[src/rtl/led_blink_scheduler.sv]
// led_blink_scheduler: programmable LED bank sequencer.
//
// A host loads mode/period/steps over a valid/ready handshake while idle, then
// starts a run. During a run a prescaler generates a tick every period+1 cycles,
// and each tick advances the LED pattern according to the mode. A non-zero step
// count ends the run automatically; stop_i aborts it.
//
// Ports:
//   clk_i          clock, rising edge
//   rst_ni         asynchronous active-low reset
//   cfg_valid_i    configuration offered
//   cfg_ready_o    configuration accepted (high whenever idle)
//   cfg_mode_i     0 count up, 1 rotate left, 2 toggle all, 3 hold
//   cfg_period_i   tick interval minus one, in cycles
//   cfg_steps_i    ticks per run, 0 = run until stop
//   start_i        begin a run (level)
//   stop_i         abort a run
//   busy_o         high while running
//   done_o         one-cycle pulse after normal completion
//   led_o          registered LED pattern
module led_blink_scheduler #(
    parameter int unsigned WIDTH          = 8,
    parameter int unsigned PRESCALE_WIDTH = 32,
    parameter int unsigned STEP_WIDTH     = 16
) (
    input  logic                      clk_i,
    input  logic                      rst_ni,
    input  logic                      cfg_valid_i,
    output logic                      cfg_ready_o,
    input  logic [1:0]                cfg_mode_i,
    input  logic [PRESCALE_WIDTH-1:0] cfg_period_i,
    input  logic [STEP_WIDTH-1:0]     cfg_steps_i,
    input  logic                      start_i,
    input  logic                      stop_i,
    output logic                      busy_o,
    output logic                      done_o,
    output logic [WIDTH-1:0]          led_o
);

    typedef enum logic [0:0] {StIdle, StRun} state_e;

    localparam logic [1:0] ModeCount  = 2'd0;
    localparam logic [1:0] ModeRotate = 2'd1;
    localparam logic [1:0] ModeToggle = 2'd2;

    localparam logic [PRESCALE_WIDTH-1:0] PeriodDefault = PRESCALE_WIDTH'(1023);

    state_e                    state_q, state_d;
    logic [1:0]                mode_q, mode_d;
    logic [PRESCALE_WIDTH-1:0] period_q, period_d;
    logic [STEP_WIDTH-1:0]     steps_q, steps_d;
    logic [PRESCALE_WIDTH-1:0] pcnt_q, pcnt_d;
    logic [STEP_WIDTH-1:0]     scnt_q, scnt_d;
    logic [WIDTH-1:0]          led_q, led_d;
    logic                      done_q, done_d;

    logic                      tick;
    logic [STEP_WIDTH-1:0]     scnt_inc;
    logic [WIDTH-1:0]          led_ticked;

    assign cfg_ready_o = (state_q == StIdle);
    assign busy_o      = (state_q == StRun);
    assign done_o      = done_q;
    assign led_o       = led_q;

    assign tick     = (pcnt_q == period_q);
    assign scnt_inc = scnt_q + STEP_WIDTH'(1);

    // Pattern after one tick in the current mode.
    always_comb begin
        led_ticked = led_q;
        unique case (mode_q)
            ModeCount:  led_ticked = led_q + WIDTH'(1);
            ModeRotate: led_ticked = {led_q[WIDTH-2:0], led_q[WIDTH-1]};
            ModeToggle: led_ticked = ~led_q;
            default:    led_ticked = led_q;
        endcase
    end

    always_comb begin
        state_d  = state_q;
        mode_d   = mode_q;
        period_d = period_q;
        steps_d  = steps_q;
        pcnt_d   = pcnt_q;
        scnt_d   = scnt_q;
        led_d    = led_q;
        done_d   = 1'b0;

        unique case (state_q)
            StIdle: begin
                // A handshake takes priority over start in the same cycle.
                if (cfg_valid_i) begin
                    mode_d   = cfg_mode_i;
                    period_d = cfg_period_i;
                    steps_d  = cfg_steps_i;
                    unique case (cfg_mode_i)
                        ModeCount:  led_d = '0;
                        ModeRotate: led_d = WIDTH'(1);
                        ModeToggle: led_d = '0;
                        default:    led_d = led_q;
                    endcase
                end else if (start_i) begin
                    state_d = StRun;
                    pcnt_d  = '0;
                    scnt_d  = '0;
                end
            end
            StRun: begin
                // Stop wins over a tick landing on the same edge.
                if (stop_i) begin
                    state_d = StIdle;
                end else if (tick) begin
                    pcnt_d = '0;
                    scnt_d = scnt_inc;
                    led_d  = led_ticked;
                    if ((steps_q != '0) && (scnt_inc == steps_q)) begin
                        state_d = StIdle;
                        done_d  = 1'b1;
                    end
                end else begin
                    pcnt_d = pcnt_q + PRESCALE_WIDTH'(1);
                end
            end
            default: state_d = StIdle;
        endcase
    end

    always_ff @(posedge clk_i or negedge rst_ni) begin
        if (!rst_ni) begin
            state_q  <= StIdle;
            mode_q   <= ModeCount;
            period_q <= PeriodDefault;
            steps_q  <= '0;
            pcnt_q   <= '0;
            scnt_q   <= '0;
            led_q    <= '0;
            done_q   <= 1'b0;
        end else begin
            state_q  <= state_d;
            mode_q   <= mode_d;
            period_q <= period_d;
            steps_q  <= steps_d;
            pcnt_q   <= pcnt_d;
            scnt_q   <= scnt_d;
            led_q    <= led_d;
            done_q   <= done_d;
        end
    end

endmodule
[config.mk]
export PLATFORM = sky130hd
export DESIGN_NAME = led_blink_scheduler
export DESIGN_NICKNAME = d
export VERILOG_FILES = /design/src/rtl/led_blink_scheduler.sv
export SDC_FILE = /design/constraint.sdc
export NUM_CORES = 1
export LEC_CHECK = 0
export CELL_PAD_IN_SITES_DETAIL_PLACEMENT = 1
export CELL_PAD_IN_SITES_GLOBAL_PLACEMENT = 2
export CORE_ASPECT_RATIO = 0.5
export CORE_MARGIN = 3
export CORE_UTILIZATION = 40
export DETAILED_ROUTE_END_ITERATION = 7
export PLACE_DENSITY_LB_ADDON = 0.05
export SLEW_MARGIN = 30
export SYNTH_ARGS = -nofsm -noshare
export SYNTH_HDL_FRONTEND = slang
export SYNTH_SLANG_ARGS = --single-unit
[constraint.sdc]
create_clock -name clk_i -period 4.8 [get_ports clk_i]
set_input_delay 0.48 -clock clk_i [delete_from_list [all_inputs] [get_ports clk_i]]
set_output_delay 0.48 -clock clk_i [all_outputs]
set_load 0.05 [all_outputs]
==> impl_metrics.tcl <==
set metrics [dict create \
    crit_buf_inv 1 \
    rsz0062_at_grt "no" \
    nets 727 \
    drt_first_pass_iters 5 \
    ctsHtreeMaxLevel 3 \
    status "finished clean" \
    drt_iter0_drc 273 \
    grt_usage_pct 20.94 \
    grt_pass1_vias 5017 \
    synth_edf_count 0 \
    cp-endpoint "scnt_q[0]" \
    numClockSinks 108 \
    start_util_pct 41.93 \
    vias 4882 \
    final_cell_mix "dfrtp_1, clkdlybuf4s50_1, xnor2_1" \
    hold_class "in -> async" \
    pin_count 66 \
    reg2reg_from "pcnt_q[1]" \
    path_class "reg -> reg" \
    cp-startpoint "pcnt_q[1]" \
    mostFrequentLayoutCell "dfrtp_1" \
    syn_area_sq_um 6212 \
    ff2ff_setup_slack_ns 1.85 \
    arrival_ns 3.19 \
    cp-end-kind "flip-flop" \
    seq_area_frac_synth_pct 43.71 \
    antennaDiodeCount 0 \
    synth_seq_cells 108 \
    pwr_density_cell_nw_per_um2 347.4 \
    ys_async_sr_fraction_pct 100.0 \
    fin_ws_ns 1.855 \
    leakage_nw 2.861 \
    place_ws_ns 1.790 \
    synthFlopType "dfrtp_1" \
    die_area_sq_um 17150 \
    cts_tree "yes" \
    syn_nets 679 \
    drv_cap 0 \
    gp_congestion 0.7976 \
    synth.distinct_cells 70 \
    drt-wirelength-per-cell_um 19.67 \
    fin_util_pct 49.32 \
    drv_slew 0 \
    cp_num_cells 7 \
    reg2reg_depth 7 \
    slew_headroom_pct 47.65 \
    grt_max_degree 73 \
    die_x_um 182.2 \
    die_h_um 94.12 \
    insertion_delay_ns 0.37 \
    place_area_sq_um 7002 \
    finalSetupViolCount 0 \
    postCtsSetupRepairBufs 0 \
    cp.required_ns 5.05 \
    synth_cells 618 \
    cts_inserted_buffers 9 \
    period_share_pct 61.36 \
    timing.critical_path.from_type "flip-flop" \
    design_area_sq_um 7307 \
    crit_family "simple AND/OR/NAND/NOR gates" \
    grt_pass1_wl_mm 27.74 \
    grt_antenna_before_repair 0 \
    clk_path_buf_depth 2 \
    period_minus_slack_ns 2.945 \
    drive_gt1_share_pct 15.65 \
    r2r_end "scnt_q[0]" \
    dp_hpwl_mm 12.33 \
    clock.fmax_mhz 339.5 \
    max_stage_delay_ns 0.72 \
    portBuffers 65 \
    area_delta_synth_final_pct 17.62 \
    cts_root_buf "clkbuf_16" \
    avgSynthCellArea_sq_um 10.05 \
    tightest_slew_ns 0.7794 \
    peakVddDrop_mv 0.1677 \
    grt_overflow 0 \
    hold_violations 0 \
    skew_ns 0.01509 \
    cp_slowest_cell "nor4_4" \
    cts_hold_buf 0 \
    antenna_left 0 \
    yosysWarnings 0 \
    path_clk_slew_ns 0.08 \
    row_count 31 \
    drcViolationCount 0 \
    path_max_fanout 27 \
    vias_per_cell 5.618 \
    core_area_sq_um 14820 \
    fin_tns_setup_ns 0 \
    path_cells "xnor2_1, nand4_1, nor4_4, nand2_4, a21oi_2, buf_4, mux2_1" \
    fillers 1670 \
    cts-resized-gates 0 \
    wl_mm 17.09 \
]
## through the flow
step / instances / power, mW / hold slack, ns
3_3_place_gp: 853 / 1.771 / 0.5131
3_5_place_dp: 853 / 1.789 / 0.5213
5_1_grt: 869 / 2.688 / 0.1766
6_report: 869 / 2.538 / 0.1371
2_1_floorplan: 618 / 1.574 / 0.1844
4_1_cts: 869 / 2.571 / 0.3072
## sequential cells by signal (all words and copies together), names as in the netlist
register / flops
steps_q: 16
led_o: 8
mode_q: 2
pcnt_q: 32
period_q: 32
scnt_q: 16
done_o: 1
busy_o: 1
## area by class of cell
| class | count | area (sq um) | area share, % |
|---|---|---|---|
| Timing Repair Buffer | 71 | 696.9 | 9.538 |
| Sequential cell | 108 | 2715 | 37.16 |
| Clock buffer | 10 | 229.0 | 3.134 |
| Multi-Input combinational cell | 462 | 3294 | 45.09 |
| Inverter | 14 | 52.55 | 0.7192 |
| Tap cell | 198 | 247.7 | 3.390 |
| Clock inverter | 6 | 71.32 | 0.9760 |
## kinds of logic after synthesis
family	count (synthesis)	share of synthesized area, %
multiplexers	60	10.72
flip-flops	108	43.71
buffers and inverters	48	3.404
adder cells (fa/ha/maj)	6	1.208
AO/OA/AOI/OAI	87	9.950
AND/OR/NAND/NOR	234	20.44
XOR/XNOR	75	10.57
## layer usage
metal  track usage [%]  up-vias  share of wire (%)
met4             4.940        0               0.94
met3             4.872       14                4.3
met5                 0        -                  0
li1                  -     2329                  -
met1             29.98     2442                 51
met2             32.22       97                 44
## worst min path at each step
stage	to	cells after the start	slack [ns]	start
5_1_grt	steps_q[11]	1	0.18	rst_ni
6_report	steps_q[11]	1	0.14	rst_ni
4_1_cts	steps_q[10]	1	0.31	rst_ni
3_5_place_dp	period_q[25]	1	0.52	period_q[25]
2_1_floorplan	busy_o	0	0.18	rst_ni
3_3_place_gp	period_q[29]	1	0.51	period_q[29]
## Yosys cell counts (4+ instances only)
master / count / area share (%)
nor2_1: 54 / 3.3
nand4_1: 24 / 2.4
nand3_1: 33 / 2.7
a21oi_1: 6 / 0.48
inv_1: 13 / 0.79
o211ai_1: 5 / 0.60
buf_2: 7 / 0.56
dfrtp_1: 98 / 39
and3_1: 17 / 1.7
dfstp_2: 10 / 4.2
nor3_1: 16 / 1.3
mux2_2: 51 / 9.2
and2_1: 5 / 0.50
o21ai_0: 28 / 2.3
clkbuf_1: 19 / 1.1
nor4_1: 9 / 0.91
mux2i_1: 8 / 1.3
xor2_1: 12 / 1.7
or3_1: 4 / 0.40
a31oi_1: 15 / 1.5
ha_1: 6 / 1.2
buf_4: 4 / 0.48
nand2_1: 43 / 2.6
xnor2_1: 63 / 8.9
## power by group
group / switching (mW) / internal [mW] / total [mW]
combinational: 0.303 / 0.283 / 0.586
clock: 0.360 / 0.411 / 0.771
sequential: 0.154 / 1.03 / 1.18
total: 0.817 / 1.72 / 2.54
Note: power is estimated with default switching activity, not from simulation.
